--- config.mk ---
export PLATFORM = sky130hd
export DESIGN_NAME = seg_dyn_scan
export DESIGN_NICKNAME = d
export VERILOG_FILES = /design/src/rtl/seg_pkg.sv /design/src/rtl/seg_glyph_dec.sv /design/src/rtl/seg_dyn_scan.sv
export SDC_FILE = /design/constraint.sdc
export NUM_CORES = 1
export LEC_CHECK = 0
export BUFFER_PORTS_ARGS = -buffer_cell sky130_fd_sc_hd__clkbuf_2
export CAP_MARGIN = 20
export CORE_MARGIN = 2
export CORE_UTILIZATION = 55
export DETAILED_ROUTE_END_ITERATION = 6
export HOLD_SLACK_MARGIN = 0.15
export PLACE_DENSITY = 0.75
export SLEW_MARGIN = 20
export SYNTH_ARGS = -nofsm -noshare
export SYNTH_HDL_FRONTEND = slang
export SYNTH_SLANG_ARGS = --single-unit
export TNS_END_PERCENT = 1
--- constraint.sdc ---
create_clock -name clk -period 3.77 [get_ports clk]
set_clock_uncertainty 0.1 [all_clocks]
set_input_delay 0.1885 -clock clk [delete_from_list [all_inputs] [get_ports clk]]
set_output_delay 0.1885 -clock clk [all_outputs]
set_load 0.005 [all_outputs]
--- src/rtl/seg_pkg.sv ---
// Shared constants for the multiplexed seven-segment display driver.
// Glyph codes are active-high, bit order {dp,g,f,e,d,c,b,a}.
package seg_pkg;

  typedef logic [3:0] nibble_t;

  localparam int unsigned DIG_NUM = 6;

  localparam nibble_t SIGN_POS = 4'hA;
  localparam nibble_t SIGN_NEG = 4'hB;

  localparam logic [7:0] GLYPH_0     = 8'h3F;
  localparam logic [7:0] GLYPH_1     = 8'h06;
  localparam logic [7:0] GLYPH_2     = 8'h5B;
  localparam logic [7:0] GLYPH_3     = 8'h4F;
  localparam logic [7:0] GLYPH_4     = 8'h66;
  localparam logic [7:0] GLYPH_5     = 8'h6D;
  localparam logic [7:0] GLYPH_6     = 8'h7D;
  localparam logic [7:0] GLYPH_7     = 8'h07;
  localparam logic [7:0] GLYPH_8     = 8'h7F;
  localparam logic [7:0] GLYPH_9     = 8'h6F;
  localparam logic [7:0] GLYPH_MINUS = 8'h40;
  localparam logic [7:0] GLYPH_BLANK = 8'h00;
  localparam logic [7:0] DP_MASK     = 8'h80;

  // BCD digit to glyph; codes A-F render blank.
  function automatic logic [7:0] digit_glyph(input nibble_t n);
    logic [7:0] g;
    case (n)
      4'd0:    g = GLYPH_0;
      4'd1:    g = GLYPH_1;
      4'd2:    g = GLYPH_2;
      4'd3:    g = GLYPH_3;
      4'd4:    g = GLYPH_4;
      4'd5:    g = GLYPH_5;
      4'd6:    g = GLYPH_6;
      4'd7:    g = GLYPH_7;
      4'd8:    g = GLYPH_8;
      4'd9:    g = GLYPH_9;
      default: g = GLYPH_BLANK;
    endcase
    return g;
  endfunction

endpackage

--- src/rtl/seg_glyph_dec.sv ---
// Combinational glyph decoder for one display position.
// Ports:
//   nibble  - BCD value (or sign code on the leftmost digit)
//   dig_idx - digit position, 0 = rightmost
//   dp_en   - light the decimal point on this digit
//   glyph   - active-high segment pattern {dp,g,f,e,d,c,b,a}
module seg_glyph_dec
  import seg_pkg::*;
(
  input  logic [3:0] nibble,
  input  logic [2:0] dig_idx,
  input  logic       dp_en,
  output logic [7:0] glyph
);

  always_comb begin
    glyph = GLYPH_BLANK;
    if (dig_idx == 3'(DIG_NUM - 1)) begin
      // Sign position: only a negative sign draws anything.
      if (nibble == SIGN_NEG) begin
        glyph = GLYPH_MINUS;
      end
    end else if (dig_idx == 3'(DIG_NUM - 2) && nibble == 4'h0) begin
      // Tens position: suppress the leading zero.
      glyph = GLYPH_BLANK;
    end else begin
      glyph = digit_glyph(nibble);
    end
    if (dp_en) begin
      glyph = glyph | DP_MASK;
    end
  end

endmodule

--- src/rtl/seg_dyn_scan.sv ---
// Six-digit multiplexed seven-segment driver.
// Scans digits rightmost first, one slot each, with a dead interval at the start
// of every slot, a per-frame snapshot of the display word, and a blink while the
// alarm is raised.
// Ports:
//   clk      - system clock
//   rst      - synchronous active-high reset
//   dis_data - {sign, tens, ones, 0.1, 0.01, 0.001}, one nibble each
//   alarm    - enables blinking of the whole display
//   sel      - registered digit enables, sel[0] = rightmost digit
//   seg      - registered segment lines {dp,g,f,e,d,c,b,a}
module seg_dyn_scan
  import seg_pkg::*;
#(
  parameter int unsigned CLK_FREQ    = 50_000_000,
  parameter int unsigned SCAN_HZ     = 1000,
  parameter int unsigned DEAD        = 16,
  parameter int unsigned BLINK_HZ    = 2,
  parameter bit          SEG_ACT_LOW = 1'b1,
  parameter bit          SEL_ACT_LOW = 1'b1,
  parameter int unsigned DP_DIG      = 3
) (
  input  logic        clk,
  input  logic        rst,
  input  logic [23:0] dis_data,
  input  logic        alarm,
  output logic [5:0]  sel,
  output logic [7:0]  seg
);

  localparam int unsigned SLOT   = CLK_FREQ / SCAN_HZ;
  localparam int unsigned HALF   = CLK_FREQ / (2 * BLINK_HZ);
  localparam int unsigned SLOT_W = (SLOT > 1) ? $clog2(SLOT) : 1;
  localparam int unsigned HALF_W = (HALF > 1) ? $clog2(HALF) : 1;

  localparam logic [5:0] SEL_OFF = SEL_ACT_LOW ? 6'h3F : 6'h00;
  localparam logic [7:0] SEG_OFF = SEG_ACT_LOW ? 8'hFF : 8'h00;

  logic [SLOT_W-1:0] slot_cnt_q;
  logic [2:0]        dig_idx_q;
  logic [HALF_W-1:0] blink_cnt_q;
  logic              blink_on_q;
  logic [23:0]       frame_q;
  logic              fresh_q;  // first cycle after reset: frame_q not yet loaded

  logic              slot_wrap;
  logic              frame_wrap;
  logic [23:0]       frame_src;
  logic [3:0]        nibble;
  logic              blink_off;
  logic              dp_en;
  logic              in_dead;
  logic [7:0]        glyph;
  logic [5:0]        sel_ah;
  logic [5:0]        sel_d;
  logic [7:0]        seg_d;

  assign slot_wrap  = (slot_cnt_q == SLOT_W'(SLOT - 1));
  assign frame_wrap = slot_wrap && (dig_idx_q == 3'(DIG_NUM - 1));

  // Bypass the frame register until its first load so digit 0 of the first
  // frame already comes from the live word.
  assign frame_src = fresh_q ? dis_data : frame_q;
  assign nibble    = frame_src[{dig_idx_q, 2'b00} +: 4];

  // alarm is qualified here so dropping it restores scanning on the same edge.
  assign blink_off = alarm && !blink_on_q;
  assign dp_en     = (dig_idx_q == 3'(DP_DIG)) && !blink_off;
  assign in_dead   = (slot_cnt_q < SLOT_W'(DEAD));

  seg_glyph_dec u_glyph_dec (
    .nibble  (nibble),
    .dig_idx (dig_idx_q),
    .dp_en   (dp_en),
    .glyph   (glyph)
  );

  always_comb begin
    sel_ah = 6'h00;
    if (!in_dead && !blink_off) begin
      sel_ah = 6'b1 << dig_idx_q;
    end
    sel_d = SEL_ACT_LOW ? ~sel_ah : sel_ah;
    seg_d = SEG_ACT_LOW ? ~glyph : glyph;
  end

  always_ff @(posedge clk) begin
    if (rst) begin
      slot_cnt_q <= '0;
      dig_idx_q  <= 3'd0;
      frame_q    <= 24'h0;
      fresh_q    <= 1'b1;
      sel        <= SEL_OFF;
      seg        <= SEG_OFF;
    end else begin
      sel     <= sel_d;
      seg     <= seg_d;
      fresh_q <= 1'b0;
      if (fresh_q || frame_wrap) begin
        frame_q <= dis_data;
      end
      if (slot_wrap) begin
        slot_cnt_q <= '0;
        dig_idx_q  <= (dig_idx_q == 3'(DIG_NUM - 1)) ? 3'd0 : dig_idx_q + 3'd1;
      end else begin
        slot_cnt_q <= slot_cnt_q + 1'b1;
      end
    end
  end

  always_ff @(posedge clk) begin
    if (rst || !alarm) begin
      blink_cnt_q <= '0;
      blink_on_q  <= 1'b1;
    end else if (blink_cnt_q == HALF_W'(HALF - 1)) begin
      blink_cnt_q <= '0;
      blink_on_q  <= !blink_on_q;
    end else begin
      blink_cnt_q <= blink_cnt_q + 1'b1;
    end
  end

endmodule

# Word-level counts from Yosys, hierarchy flattened
# Memory sizes are Yosys's and may differ from the RTL's.
# Index checks and enable logic that the tools add are counted.
[totals]
register_bits = 83
mem_bits_ro = 112
in_bits = 27
mem_count = 1
[memory_table]
columns = ["name", "depth", "width", "read_ports", "rd_ports_with_merged_regs", "wr", "line", "source"]
rows = [
  ["(name not given)", 16, 7, 1, 0, 0, "seg_pkg.sv:29", "case (n)"],
]
[classes]
add_sub_neg = 3
magnitude_cmp = 1
eq_ne = 6
shifts = 2
n_mux = 8
n_bitwise = 2
reduce_logical = 14
[ops]
columns = ["cell", "n"]
rows = [
  ["adder 24 x 1 -> 24 bit (second input constant)", 1],
  ["equality test 24 bit (second input constant)", 1],
  ["two-way mux 24 bit", 1],
  ["two-way mux 8 bit", 3],
  ["indexed part select 24 x 6 -> 4 bit", 1],
  ["adder 16 x 1 -> 16 bit (second input constant)", 1],
  ["equality test 16 bit (second input constant)", 1],
  ["< comparator 16 x 5 -> 1 bit (second input constant)", 1],
  ["NOT 8 bit", 1],
  ["two-way mux 7 bit", 1],
  ["equality test 3 bit (second input constant)", 2],
  ["two-way mux 6 bit", 1],
  ["NOT 6 bit", 1],
  ["left shift 1 x 3 -> 6 bit (first input constant)", 1],
  ["logical AND 1 bit", 5],
  ["equality test 4 bit (second input constant)", 1],
  ["zero test 1 bit", 4],
  ["zero test 4 bit", 1],
  ["OR reduction 2 bit", 2],
  ["adder 3 x 1 -> 3 bit (second input constant)", 1],
  ["equality test 3 x 2 -> 1 bit (second input constant)", 1],
  ["two-way mux 3 bit", 1],
  ["logical OR 1 bit", 2],
  ["two-way mux 1 bit", 1],
]

# Logic depth before layout (Yosys ltp)
# Gate-level depths: netlist of the first run.
[logic_depth]
depth_word = 8
depth_mapped = 12
depth_no_buf = 10

# Hierarchy
# A second synthesis of the first run with hierarchy kept.
[hier_totals]
cells_unflattened = 574
hier_area_um2 = 4698.3
[by_module_without_submodules]
columns = ["mod", "n_inst", "cells_per_inst", "area_per_inst_um2", "seq_area_each_um2"]
rows = [
  ["seg_dyn_scan", 1, 532, 4410.5, 1661.6],
  ["seg_glyph_dec", 1, 42, 287.8, 0.0],
]

# Worst setup path after synthesis of the first run
# No wires, ideal clock.
[synth_timing]
path_type = "reg-to-reg"
startpoint = "reg fresh_q"
endpoint = "reg seg[6]"
setup_time_ps = 86
arrival_ps = 2514
required_time_ps = 3584
path_slack_ps = 1071
stages_incl_launch_ff = 11
synth_period_minus_slack_ps = 2699
cell_sequence = "dfxtp_1 -> buf_6 -> mux4_1 -> mux2_2 -> a22oi_1 -> ha_1 -> inv_1 -> a2111oi_4 -> o21a_1 -> nor3_2 -> a211oi_1"
[synth_between]
elab_chain_len = 8
word_cells_on_any_way = 11
[synth_rtl]
columns = ["item", "line", "source"]
rows = [
  ["start: declaration", "seg_dyn_scan.sv:44", "logic fresh_q;"],
  ["start signal: assignment", "seg_dyn_scan.sv:92", "fresh_q <= 1'b1;"],
  ["start signal: assignment", "seg_dyn_scan.sv:98", "fresh_q <= 1'b0;"],
  ["two-way mux 24 bit (*)", "seg_dyn_scan.sv:63", "assign frame_src = fresh_q ? dis_data : frame_q;"],
  ["indexed part select 24 x 6 -> 4 bit (*)", "seg_dyn_scan.sv:64", "assign nibble = frame_src[{dig_idx_q, 2'b00} +: 4];"],
  ["branches (longest 3 deep; another with memory read (16 x 7 bit))", "-", ""],
  ["two-way mux 8 bit (*)", "seg_glyph_dec.sv:18", "if (dig_idx == 3'(DIG_NUM - 1)) begin"],
  ["two-way mux 8 bit (*)", "seg_glyph_dec.sv:29", "if (dp_en) begin"],
  ["NOT 8 bit (*)", "seg_dyn_scan.sv:84", "seg_d = SEG_ACT_LOW ? ~glyph : glyph;"],
  ["end signal: assignment", "seg_dyn_scan.sv:97", "seg <= seg_d;"],
  ["end: declaration", "seg_dyn_scan.sv:28", "output logic [7:0] seg"],
]
# Every way passes the cells marked *.
# A chain may end at the register's enable or synchronous reset.

# Final worst setup path of the first run
# Ends and elaborated chain as after synthesis.

==> flow_summary.json, run 1 <==
{
  "met2_usage_pct": 37.5,
  "num_vias": 2974,
  "die_height_um": 88.5,
  "drv_cap": 0,
  "cp.required_ps": 3940,
  "hold_depth": 1,
  "ys_types": 49,
  "ff2ff_path_depth": 9,
  "start_util_pct": 57.5,
  "post_cts_resized": 0,
  "drv_slew": 0,
  "pin_count": 41,
  "synthesis.nets": 438,
  "yosys_warnings": 0,
  "synth_edf_count": 0,
  "worstMarginPinSlew_ps": 1060,
  "die-area_mm2": 0.00783,
  "syn_to_final_growth_pct": 17.1,
  "numCtsBuffers": 9,
  "p_total_uw": 1710,
  "clk_path_buf_depth": 2,
  "rows": 30,
  "clkLatencyLatePin_ps": 350,
  "num_antenna_cells": 0,
  "top_usage_layer": "met2",
  "worstSetupPathType": "reg2reg",
  "grt-ovfl-total": 0,
  "cts-root-buf": "clkbuf_8",
  "htree_levels": 3,
  "grt_pass1_wl_mm": 13.4,
  "fin_nets": 500,
  "hpwl_mm": 5.26,
  "synth-seq-cells": 83,
  "routedWlPerCell_um": 14.2,
  "cts.sinks": 83,
  "powerDensity_mw_per_mm2": 373,
  "drive_gt1_share_pct": 15.8,
  "core_mm2": 0.00683,
  "peakVddDrop_mv": 0.225,
  "ff2ff_setup_slack_ps": 650,
  "ant_nets": 0,
  "hp-class": "reg2reg",
  "clk_pin_slew_worst_paths_ps": 70,
  "io_buffers": 40,
  "place.gp.congestion": 0.810,
  "hold_violations": 0,
  "synth_cells": 402,
  "status": "finished clean",
  "p_leak_uw": 0.00179,
  "fmaxAchievable_mhz": 321,
  "setup_viol": 0,
  "relSlewSlack_pct": 29.4,
  "arrival_ps": 3290,
  "met3_usage_pct": 5.88,
  "grt_max_degree": 39,
  "netlist_area_mm2": 0.00393,
  "firstDrtPassIters": 4,
  "grt_util_met1_pct": 28.4,
  "num-fill-cells": 540,
  "ys_dominant_reg_cell": "dfxtp_1",
  "min_period_over_period_pct": 82.8,
  "avgSynthCellArea_um2": 9.76,
  "fin_setup_tns_ps": 0,
  "async_reset_ff_share_pct": 0,
  "critPathMaxFanout": 15,
  "setup_slack_ps": 650,
  "seq_area_frac_synth_pct": 42.3,
  "startpoint_type": "flop",
  "routed_wirelength_mm": 8.02,
  "die_w_um": 88.5,
  "period_minus_slack_ps": 3120,
  "drtIter0Drc": 156,
  "drc": 0,
  "antenna_found_initial": 0,
  "endpoint_kind": "flop",
  "grt_pass1_vias": 2855,
  "cts_tree": "yes",
  "via_per_inst": 5.28,
  "cts_setup_buffers": 0,
  "grt_usage_pct": 22.2,
  "pre_cts_ws_ps": 733,
  "rsz0062_at_grt": "no"
}
layer usage:
layer	share of wire [%]	vias up
met5	0	-
met4	0.96	0
met3	3.5	7
met2	49	55
met1	47	1405
li1	-	1507
cells in the final DEF, fill, tap and decap left out, types with 12 or more instances in the layout:
cell type,count
mux2i_1,31
clkbuf_2,40
nand2_1,19
dfxtp_1,83
nor2_1,78
nand3_1,20
inv_1,17
dlygate4sd3_1,25
xnor2_1,27
xor2_1,12
cell usage after synthesis (2+ instances only):
cell type  count  share of area, %
nor2b_1        4              0.64
and4_1         3              0.67
mux2i_1       31               7.9
a22oi_1        3              0.57
inv_1         17               1.6
or3_1          4              0.64
o21ai_0        3              0.38
nor2_1        78               7.5
mux2_2         7               2.0
nor3_2         2              0.51
nor3_1         9               1.1
mux4_1         7               4.7
nor4b_1        2              0.45
and2_1         2              0.32
nand2_1       19               1.8
a21oi_1        7              0.89
xor2_1        12               2.7
clkbuf_1       4              0.38
a22o_1         2              0.45
xnor2_1       27               6.0
ha_1           9               2.9
and3_1         3              0.48
nor4_4         2               1.1
dfxtp_1       83                42
buf_6          3              0.86
nand4_1        7               1.1
nand3_1       20               2.6
mux2_4         2              0.77
buf_2          6              0.77
nor4_1         5              0.80
flip-flops by register name (all words and copies together) (netlist names):
name / flops
blink_cnt_q: 24
blink_on_q: 1
dig_idx_q: 3
frame_q: 24
fresh_q: 1
seg: 8
sel: 6
slot_cnt_q: 16
final cells by class:
type,count,area [um^2],area share (%)
clock buffers,12,145,3.16
clock inverters,2,37.5,0.817
inverters,17,63.8,1.39
multi-input cells,287,2110,45.9
flip-flops and latches,83,1660,36.2
well taps,96,120,2.61
repair buffers,66,458,9.96
critical path, stage by stage (launching register included):
cell and delay (ps):
dfxtp_1 460, buf_4 320, mux4_1 590, a22oi_1 420
ha_1 250, inv_1 80, a2111oi_4 190, o21a_1 270
nor3_2 100, a211oi_1 260
kinds of logic (layout without fill, tap and decap cells):
group / Yosys count / count (layout) / synth area share, %
buffers and inverters: 32 / 97 / 4.14
and+or+nand+nor: 166 / 166 / 20.9
adders and majority gates: 9 / 9 / 2.87
DFF: 83 / 83 / 42.3
AOI/OAI and AO/OA: 26 / 26 / 5.67
muxes: 47 / 47 / 15.4
xor gates and xnor gates: 39 / 39 / 8.70
power breakdown:
part / total, uW / leakage (uW) / switching (uW) / internal [uW]
sequential: 920 / 0.000677 / 14.8 / 905
combinational: 180 / 0.00103 / 88.1 / 91.4
clock: 613 / 0.0000885 / 296 / 318
what timing repair did:
action | CTS | global route
endpoints found under the hold margin | 28 | 0
endpoints found under the setup margin | 0 | 0
hold buffers | 25 | 0
path summary, 6_finish.rpt:
| check | to | from |
|---|---|---|
| max | seg[6] | fresh_q |
| min | blink_cnt_q[0] | blink_cnt_q[0] |
| max reg2reg | seg[6] | fresh_q |
| min reg2reg | blink_cnt_q[0] | blink_cnt_q[0] |
per-stage QoR:
stage	area (um^2)	cells	hold WS [ps]	util [%]
after global placement	4160	524	302	60.9
after detailed placement	4160	524	313	60.9
after global routing	4600	563	365	67.3
after floorplan	3930	402	116	-
after CTS	4600	563	343	67.3
final	4600	563	335	67.3
No activity file was read; power rests on OpenSTA's default activity.
==> inputs of run 2 (changes only) <==
clock period = 3.1 ns   (was 3.77 ns; I/O delays follow)
==> run 2 against run 1 <==
  * Non-clock buffer count up 5
  * Worst setup slack got worse by 390 ps
  * Clock power grew 36%
  * Largest power group unchanged
  * Highest routed layer unchanged
==> flow_summary.json, run 2 (same netlist as run 1, synthesis figures left out) <==
{
  "powerDensity_mw_per_mm2": 466,
  "grt_util_met1_pct": 28.0,
  "num_vias": 3023,
  "ff2ff_path_depth": 11,
  "grt-ovfl-total": 0,
  "peakVddDrop_mv": 0.219,
  "critPathTopFamily": "compound AO/OA/AOI/OAI gates",
  "arrival_ps": 3030,
  "fin_util_pct": 68.3,
  "top_usage_layer": "met2",
  "fmaxAchievable_mhz": 352,
  "final_area_mm2": 0.00466,
  "rsz0062_at_grt": "no",
  "fin_setup_tns_ps": 0,
  "final_cell_mix": "dfxtp_1, nor2_1, clkbuf_2",
  "ant_nets": 0,
  "p_leak_uw": 0.00184,
  "via_per_inst": 5.30,
  "routed_wirelength_mm": 8.52,
  "core_mm2": 0.00683,
  "drive_gt1_share_pct": 17.5,
  "placement.cell_area_mm2": 0.00420,
  "grt_pass1_wl_mm": 13.6,
  "hpwl_mm": 5.42,
  "fin_nets": 505,
  "critPathLaunch": "fresh_q",
  "numCtsBuffers": 9,
  "setup_viol": 0,
  "setup_slack_ps": 259,
  "min_period_over_period_pct": 91.6,
  "clk_pin_slew_worst_paths_ps": 90,
  "start_util_pct": 57.5,
  "clkLatencyLatePin_ps": 360,
  "final_common_cell": "dfxtp_1",
  "syn_to_final_growth_pct": 18.8,
  "crit_buf_inv": 3,
  "num_antenna_cells": 0,
  "critPathMostFrequentCell": "inv_1",
  "slowest_delay_ps": 550,
  "relSlewSlack_pct": 29.0,
  "met3_usage_pct": 5.13,
  "die_w_um": 88.5,
  "io_buffers": 40,
  "startpoint_type": "flop",
  "htree_levels": 3,
  "cpMaxStageDelayCell": "mux4_1",
  "reg2reg_from": "fresh_q",
  "path_cells": "buf_4 -> mux4_1 -> nand2_1 -> o31ai_4 -> inv_1 -> ha_1 -> inv_1 -> a2111oi_4 -> o21a_1 -> nor3_2 -> a211oi_1",
  "routedWlPerCell_um": 15.0,
  "period_minus_slack_ps": 2840,
  "endpoint": "seg[6]",
  "cp_num_cells": 11,
  "reg_top3": "blink_cnt_q: 24 flops, frame_q: 24 flops, slot_cnt_q: 16 flops",
  "endpoint_kind": "flop",
  "drv_slew": 0,
  "grt_pass1_vias": 2852,
  "place.gp.congestion": 0.817,
  "antenna_found_initial": 0,
  "status": "finished clean",
  "rr_endpoint": "seg[6]",
  "rows": 30,
  "cts-root-buf": "clkbuf_8",
  "drtIter0Drc": 154,
  "met2_usage_pct": 38.6,
  "firstDrtPassIters": 5,
  "cp.required_ps": 3290,
  "cts_tree": "yes",
  "pre_cts_ws_ps": 240,
  "clk_path_buf_depth": 2,
  "hp-class": "reg2reg",
  "cts.sinks": 83,
  "worstSetupPathType": "reg2reg",
  "drv_cap": 0,
  "ff2ff_setup_slack_ps": 260,
  "worstMarginPinSlew_ps": 1060,
  "grt_usage_pct": 23.0,
  "num-fill-cells": 551,
  "pin_count": 41,
  "grt_max_degree": 39,
  "drc": 0,
  "critPathMaxFanout": 9,
  "hold_violations": 0,
  "die_height_um": 88.5,
  "die-area_mm2": 0.00783
}
[run 2: area by class of cell]
cell class                      count  area, um^2  share of cell area (%)
Clock buffer                       13         169                    3.62
Sequential cell                    83        1660                    35.6
Clock inverter                      3        43.8                   0.939
Multi-Input combinational cell    287        2110                    45.2
Timing Repair Buffer               71         495                    10.6
Inverter                           17        63.8                    1.37
Tap cell                           96         120                    2.58
[run 2: layer usage]
metal / part of all wire, % / routed length, um
met5: 0 / 0
met2: 49 / 4170
met3: 4.2 / 361
met1: 44 / 3770
met4: 2.6 / 222
[run 2: worst min path at each step]
stage	from	to	slack, ps	cells after the start
after global routing	blink_cnt_q[0]	blink_cnt_q[0]	380	1
after CTS	blink_cnt_q[0]	blink_cnt_q[0]	350	1
after floorplan	rst	fresh_q	80	0
after detailed placement	alarm	blink_on_q	280	2
final	blink_cnt_q[0]	blink_cnt_q[0]	350	1
after global placement	alarm	blink_on_q	270	2
[run 2: power breakdown]
| part | total (uW) | leakage (uW) | switching [uW] | internal [uW] |
|---|---|---|---|---|
| Combinational | 223 | 0.00105 | 109 | 114 |
| Sequential | 1120 | 0.000677 | 18.8 | 1100 |
| Clock | 831 | 0.000110 | 391 | 441 |
| Total | 2170 | 0.00184 | 518 | 1660 |
[run 2: timing repair]
| action | CTS | global route |
|---|---|---|
| hold buffers | 25 | 0 |
| endpoints found under the hold margin | 29 | 0 |
| setup endpoints to repair | 0 | 5 |
| buffers inserted | 0 | 0 |
| resized for setup | 0 | 1 |
[run 2: metrics by stage]
stage / power (uW) / cells / hold slack, ps
CTS: 2170 / 570 / 346
global route: 2250 / 570 / 382
detailed placement: 1340 / 529 / 279
global placement: 1330 / 529 / 272
finish: 2170 / 570 / 347
floorplan: 1280 / 402 / 82.7
